==> config.mk <==
export PLATFORM = sky130hd
export DESIGN_NAME = note_lane_engine
export DESIGN_NICKNAME = d
export VERILOG_FILES = /design/src/rtl/note_pkg.sv /design/src/rtl/note_lane.sv /design/src/rtl/note_lane_engine.sv
export SDC_FILE = /design/constraint.sdc
export NUM_CORES = 2
export LEC_CHECK = 0
export BUFFER_PORTS_ARGS = -buffer_cell sky130_fd_sc_hd__buf_2
export CORE_UTILIZATION = 43
export CTS_CLUSTER_SIZE = 8
export DETAILED_ROUTE_END_ITERATION = 10
export PLACE_DENSITY = 0.69
export SETUP_SLACK_MARGIN = 0.1
export SLEW_MARGIN = 10
export SYNTH_ARGS = -nofsm -noshare
export SYNTH_HDL_FRONTEND = slang
export SYNTH_HIERARCHICAL = 1
export SYNTH_SLANG_ARGS = --single-unit
==> constraint.sdc <==
create_clock -name Clk -period 5.8 [get_ports Clk]
set_input_delay 1.16 -clock Clk [delete_from_list [all_inputs] [get_ports Clk]]
set_output_delay 1.16 -clock Clk [all_outputs]
set_load 0.02 [all_outputs]
==> src/rtl/note_pkg.sv <==
// Shared types and helpers for the falling-note lane engine.
// Latency: none (types, constants and a pure function only).
// Backpressure: not applicable.
package note_pkg;

    localparam int Y_W     = 10;
    localparam int SCORE_W = 16;
    localparam int COMBO_W = 8;

    typedef struct packed {
        logic           valid;
        logic [Y_W-1:0] y;
    } note_slot_t;

    // True when a note top edge lies inside the strike window around hit_y.
    function automatic logic in_window(input logic [Y_W-1:0] y,
                                       input int hit_y,
                                       input int hit_win);
        int yi;
        yi = int'(y);
        return (yi >= hit_y - hit_win) && (yi <= hit_y + hit_win);
    endfunction

endpackage

==> src/rtl/note_lane.sv <==
// One falling-note lane: slot storage, per-frame scroll, key judgement, pixel hit test.
// Latency: hit/miss are combinational on the tick cycle; slot updates land on the tick edge.
// Backpressure: free=0 when every slot is live; spawn_we is ignored then.
// Ports: Clk/Reset, tick (one cycle per frame), press (new key press this frame),
//        spawn_we (write a new note at y=0), DrawX/DrawY (pixel), hit/miss/free/is_note.
module note_lane
    import note_pkg::*;
#(
    parameter int MAX_NOTES = 8,
    parameter int SPEED     = 4,
    parameter int HIT_Y     = 400,
    parameter int HIT_WIN   = 12,
    parameter int X_LO      = 160,
    parameter int NOTE_W    = 48,
    parameter int NOTE_H    = 16
)(
    input  logic       Clk,
    input  logic       Reset,
    input  logic       tick,
    input  logic       press,
    input  logic       spawn_we,
    input  logic [9:0] DrawX,
    input  logic [9:0] DrawY,
    output logic       hit,
    output logic       miss,
    output logic       free,
    output logic       is_note
);
    localparam int          IDX_W   = (MAX_NOTES > 1) ? $clog2(MAX_NOTES) : 1;
    localparam logic [10:0] Y_LIMIT = 11'(HIT_Y + HIT_WIN);
    localparam logic [10:0] X_LO_C  = 11'(X_LO);
    localparam logic [10:0] X_HI_C  = 11'(X_LO + NOTE_W);

    note_slot_t       slots [MAX_NOTES];
    logic             found;
    logic [IDX_W-1:0] hit_idx;
    logic [IDX_W-1:0] free_idx;
    logic             pass_miss;

    always_comb begin
        found    = 1'b0;
        hit_idx  = '0;
        free     = 1'b0;
        free_idx = '0;
        is_note  = 1'b0;
        // Scan downwards so the lowest qualifying index is the one left standing.
        for (int i = MAX_NOTES - 1; i >= 0; i--) begin
            if (slots[i].valid && in_window(slots[i].y, HIT_Y, HIT_WIN)) begin
                found   = 1'b1;
                hit_idx = IDX_W'(i);
            end
            if (!slots[i].valid) begin
                free     = 1'b1;
                free_idx = IDX_W'(i);
            end
            if (slots[i].valid &&
                ({1'b0, DrawX} >= X_LO_C) && ({1'b0, DrawX} < X_HI_C) &&
                ({1'b0, DrawY} >= {1'b0, slots[i].y}) &&
                ({1'b0, DrawY} < {1'b0, slots[i].y} + 11'(NOTE_H)))
                is_note = 1'b1;
        end
    end

    assign hit = tick & press & found;

    // A note taken by this tick's hit must not also scroll past the window as a miss.
    always_comb begin
        pass_miss = 1'b0;
        for (int i = 0; i < MAX_NOTES; i++) begin
            if (slots[i].valid && !(hit && hit_idx == IDX_W'(i)) &&
                (11'(slots[i].y) + 11'(SPEED) > Y_LIMIT))
                pass_miss = 1'b1;
        end
    end

    assign miss = tick & ((press & ~found) | pass_miss);

    always_ff @(posedge Clk) begin
        if (Reset) begin
            for (int i = 0; i < MAX_NOTES; i++)
                slots[i] <= '0;
        end else if (tick) begin
            for (int i = 0; i < MAX_NOTES; i++) begin
                if (hit && hit_idx == IDX_W'(i))
                    slots[i].valid <= 1'b0;
                else if (slots[i].valid) begin
                    if (11'(slots[i].y) + 11'(SPEED) > Y_LIMIT)
                        slots[i].valid <= 1'b0;
                    else
                        slots[i].y <= slots[i].y + Y_W'(SPEED);
                end
            end
        end else if (spawn_we && free) begin
            slots[free_idx] <= '{valid: 1'b1, y: '0};
        end
    end

endmodule

==> src/rtl/note_lane_engine.sv <==
// Multi-lane falling-note engine: frame tick sync, spawn demux, lane array, score/combo.
// Latency: tick 3 Clk after frame_clk rises; score/combo/pulses update on the tick edge.
// Backpressure: spawn_ready=0 on tick cycles, for full lanes and for out-of-range lanes.
// Ports: Clk/Reset, frame_clk (async VGA_VS), spawn_valid/spawn_lane/spawn_ready,
//        lane_key, DrawX/DrawY, is_note, score, combo, hit_pulse, miss_pulse.
module note_lane_engine
    import note_pkg::*;
#(
    parameter int NUM_LANES  = 5,
    parameter int MAX_NOTES  = 8,
    parameter int SPEED      = 4,
    parameter int HIT_Y      = 400,
    parameter int HIT_WIN    = 12,
    parameter int LANE_X0    = 160,
    parameter int LANE_PITCH = 64,
    parameter int NOTE_W     = 48,
    parameter int NOTE_H     = 16,
    parameter int POINTS     = 10
)(
    input  logic                 Clk,
    input  logic                 Reset,
    input  logic                 frame_clk,
    input  logic                 spawn_valid,
    input  logic [2:0]           spawn_lane,
    output logic                 spawn_ready,
    input  logic [NUM_LANES-1:0] lane_key,
    input  logic [9:0]           DrawX,
    input  logic [9:0]           DrawY,
    output logic [NUM_LANES-1:0] is_note,
    output logic [SCORE_W-1:0]   score,
    output logic [COMBO_W-1:0]   combo,
    output logic                 hit_pulse,
    output logic                 miss_pulse
);
    logic                 fs1, fs2, fs3;
    logic                 tick;
    logic [NUM_LANES-1:0] key_prev, press;
    logic [NUM_LANES-1:0] lane_hit, lane_miss, lane_free, spawn_we;
    logic [7:0]           free_pad;
    logic                 lane_ok;
    logic [3:0]           hit_cnt;
    logic [SCORE_W:0]     score_sum;
    logic [COMBO_W:0]     combo_sum;

    // fs1/fs2 synchronise frame_clk; fs3 is the edge-detect history.
    assign tick  = fs2 & ~fs3;
    assign press = lane_key & ~key_prev;

    // Pad the free vector to the full 3-bit lane index range so spawn_lane can index it safely.
    always_comb begin
        free_pad                = '0;
        free_pad[NUM_LANES-1:0] = lane_free;
    end

    assign lane_ok     = int'(spawn_lane) < NUM_LANES;
    assign spawn_ready = ~tick & lane_ok & free_pad[spawn_lane];

    always_comb begin
        for (int l = 0; l < NUM_LANES; l++)
            spawn_we[l] = spawn_valid & spawn_ready & (int'(spawn_lane) == l);
    end

    for (genvar l = 0; l < NUM_LANES; l++) begin : g_lane
        note_lane #(
            .MAX_NOTES (MAX_NOTES),
            .SPEED     (SPEED),
            .HIT_Y     (HIT_Y),
            .HIT_WIN   (HIT_WIN),
            .X_LO      (LANE_X0 + l * LANE_PITCH),
            .NOTE_W    (NOTE_W),
            .NOTE_H    (NOTE_H)
        ) u_lane (
            .Clk      (Clk),
            .Reset    (Reset),
            .tick     (tick),
            .press    (press[l]),
            .spawn_we (spawn_we[l]),
            .DrawX    (DrawX),
            .DrawY    (DrawY),
            .hit      (lane_hit[l]),
            .miss     (lane_miss[l]),
            .free     (lane_free[l]),
            .is_note  (is_note[l])
        );
    end

    always_comb begin
        hit_cnt = '0;
        for (int l = 0; l < NUM_LANES; l++)
            hit_cnt = hit_cnt + 4'(lane_hit[l]);
    end

    // One spare bit on each sum acts as the saturation flag.
    assign score_sum = {1'b0, score} + (SCORE_W + 1)'(POINTS * int'(hit_cnt));
    assign combo_sum = {1'b0, combo} + (COMBO_W + 1)'(hit_cnt);

    always_ff @(posedge Clk) begin
        if (Reset) begin
            fs1        <= 1'b0;
            fs2        <= 1'b0;
            fs3        <= 1'b0;
            key_prev   <= '0;
            score      <= '0;
            combo      <= '0;
            hit_pulse  <= 1'b0;
            miss_pulse <= 1'b0;
        end else begin
            fs1        <= frame_clk;
            fs2        <= fs1;
            fs3        <= fs2;
            hit_pulse  <= tick & (|lane_hit);
            miss_pulse <= tick & (|lane_miss);
            if (tick) begin
                // Keys are sampled once per frame so a held key is one press.
                key_prev <= lane_key;
                score    <= score_sum[SCORE_W] ? '1 : score_sum[SCORE_W-1:0];
                if (|lane_miss)
                    combo <= '0;
                else
                    combo <= combo_sum[COMBO_W] ? '1 : combo_sum[COMBO_W-1:0];
            end
        end
    end

endmodule

==> results_dict.tcl <==
set metrics [dict create \
    p_leak_nw 17.41 \
    rsz0062_at_grt "false" \
    max_freq_mhz 185.3 \
    synth_nets 6363 \
    first_iter_violations 3092 \
    cp_common_cell "ha_1" \
    design_area_um2 47570 \
    netlist_area_um2 44130 \
    core-area_um2 101700 \
    tightest_slew_ps 1209 \
    startpoint_type "flip-flop" \
    drv_cap 0 \
    finish.utilization_pct 46.75 \
    yosysUniqueCellTypes 137 \
    p_clk_share_pct 47.6 \
    place_area_um2 45960 \
    grt_overflow 0 \
    port-buffer-count 59 \
    cts_root_buffer "clkbuf_16" \
    wl_um 121100 \
    area_growth_pct 7.776 \
    fillerInstances 9823 \
    synth.area.top_cells "ha_1, dfxtp_1, xnor2_1, inv_1, a21oi_1" \
    synth_edf_count 0 \
    dp_hpwl_um 91540 \
    cts_max_level 2 \
    critical_path_class "flip-flop to flip-flop" \
    antenna_left 0 \
    ir_drop_mv 0.1988 \
    finalCriticalPeriod_ps 5395 \
    synth_top_cells_by_count "ha_1, inv_1, dfxtp_1" \
    dr.pass1.iters 6 \
    synth_warnings 6 \
    cts_buffers 57 \
    yosysTopAreaCell "ha_1" \
    cellPowerDensity_nw_per_um2 140.4 \
    clock_latency_ps 670 \
    post_cts_buffers 0 \
    fin_crit_sh_pct 93.02 \
    clk_pin_slew_worst_paths_ps 60 \
    slew_violations 0 \
    clockBufferDepth 3 \
    p_sw_w 0.001832 \
    cts_tree "done" \
    grt_pass1_wl_um 196500 \
    yosysMostFrequentCell "ha_1" \
    critical_path_required_ps 6360 \
    crit_fanout 10 \
    holdCritPathClass "flip-flop to flip-flop" \
    finalPower_w 0.006676 \
    fin_ws_ps 404.6 \
    regArea_um2 7889 \
    synth-seq-cells 394 \
    drive_gt1_share_pct 6.551 \
    internal-power_w 0.004844 \
    p_comb_share_pct 11.6 \
    dieHeight_um 322.4 \
    row_count 117 \
    start_util_pct 43.38 \
    skew_ps 32.66 \
    pin_count 64 \
    crit_arrival_ps 5960 \
    synthCells 5473 \
    cp_slowest_stage_delay_ps 520 \
    cp_cell_sequence "inv_1, ha_1, and3b_1, a2111oi_4, a2111oi_2, nand4b_1, and2_1, fa_1, inv_1, fa_1, inv_1, ha_1, ha_1, ha_1, and3_1, a221oi_2, buf_4, or4_1, a31oi_1" \
    grt_max_degree 49 \
    dieArea_um2 103900 \
    holdCritStartpoint "score[0]$_SDFFE_PP0P_" \
    setup_tns_ps 0 \
    vias 40130 \
    die_x_um 322.4 \
    grt_use_total_pct 22.90 \
    slew_headroom_pct 19.21 \
    routedWlPerCell_um 17.61 \
    sequentialPowerShare_pct 40.8 \
    worstSetupStartpoint "g_lane[1].u_lane/slots[3][2]$_SDFFE_PP0P_" \
    antenna_found_initial 1 \
    drc 0 \
    layout.nets 6385 \
    vias_per_cell 5.834 \
    grt_pass1_vias 37580 \
    pre_cts_ws_ps 250.4 \
    seq_area_frac_synth_pct 17.87 \
    gp_congestion 0.9412 \
    synth_flop_cell "dfxtp_1" \
    antenna_cells 0 \
    clock_sinks 394 \
    synthArstFlopShare_pct 0 \
    reg2reg_from "g_lane[1].u_lane/slots[3][2]$_SDFFE_PP0P_" \
    multi_input_area_um2 33510 \
    r2r_slack_ps 400 \
    finalHoldViolCount 0 \
    synth_area_per_cell_um2 8.064 \
    setup_viol 0 \
    cpMaxStageDelayCell "a2111oi_4" \
    critPathCaptureType "flip-flop" \
    p_sw_share_pct 27.45 \
    synth_top_area_share_pct 24.21 \
    status "complete, no violations" \
]
-- final cells by class --
cell class	count	area share, %
Clock buffer	71	3.193
Clock inverter	4	0.1420
Inverter	528	4.172
Multi-Input combinational cell	4389	70.45
Sequential cell	394	16.59
Tap cell	1368	3.598
Timing Repair Buffer	125	1.862
-- power by group through the flow --
stage / logic [W] / registers, W / clock network, W
floorplan: 0.000448 / 0.00278 / 0
global placement: 0.000740 / 0.00278 / 0
detailed placement: 0.000765 / 0.00278 / 0
CTS: 0.000771 / 0.00272 / 0.00329
global route: 0.000877 / 0.00272 / 0.00337
finish: 0.000776 / 0.00272 / 0.00318
-- timing repair --
action | CTS | global route
resized for setup | 0 | 4
endpoints found under the setup margin | 0 | 16
hold buffers | 0 | 0
endpoints found under the hold margin | 0 | 0
-- routing by layer --
| metal | global-route usage (%) | part of all wire, % |
|---|---|---|
| met1 | 31.46 | 47 |
| met2 | 36.74 | 44 |
| met3 | 3.466 | 6.5 |
| met4 | 6.730 | 2.7 |
| met5 | 0 | 0 |
-- state kept, by name (all words and copies together) (netlist names) --
register and flops:
miss_pulse 1, g_lane.u_lane/slots 360, fs2 1, hit_pulse 1
fs1 1, combo 8, fs3 1, key_prev 5
score 16
-- placed cells by master (no fill, tap or decap), types with 118 or more instances in the layout --
cell type and count:
ha_1 854, inv_1 519, dfxtp_1 393, nand2_1 370
xnor2_1 352, nor2_1 337, a21oi_1 287, o21ai_0 260
nand3_1 258, nor3_1 118
-- final timing paths --
kind	end	cells past startpoint
hold reg to reg	score[0]$_SDFFE_PP0P_	2
setup / recovery	score[15]$_SDFFE_PP0P_	19
setup reg to reg	score[15]$_SDFFE_PP0P_	19
hold / removal	score[0]$_SDFFE_PP0P_	2
-- metrics by stage --
stage | hold WS (ps) | std cells
3_5_place_dp | 437.9 | 6804
4_1_cts | 450.2 | 6879
6_report | 451.8 | 6879
3_3_place_gp | 442.7 | 6804
5_1_grt | 476.0 | 6879
2_1_floorplan | 413.8 | 5473
-- critical path, delay by kind of cell (launching register included) --
kind	cells	cell delay [ps]
fa+ha+maj	6	1870
simple gates	5	1390
compound gates	4	890
buf+inv	4	600
flops	1	510
-- kinds of logic after synthesis --
logic type | Yosys count | share of synthesized area (%)
AO/OA/AOI/OAI | 1357 | 21.67
XOR/XNOR | 358 | 7.105
adder cells (fa/ha/maj) | 858 | 24.39
buffers and inverters | 690 | 6.240
flip-flops | 394 | 17.87
multiplexers | 49 | 1.194
AND/OR/NAND/NOR | 1767 | 21.53
Note: power is estimated with default switching activity, not from simulation.
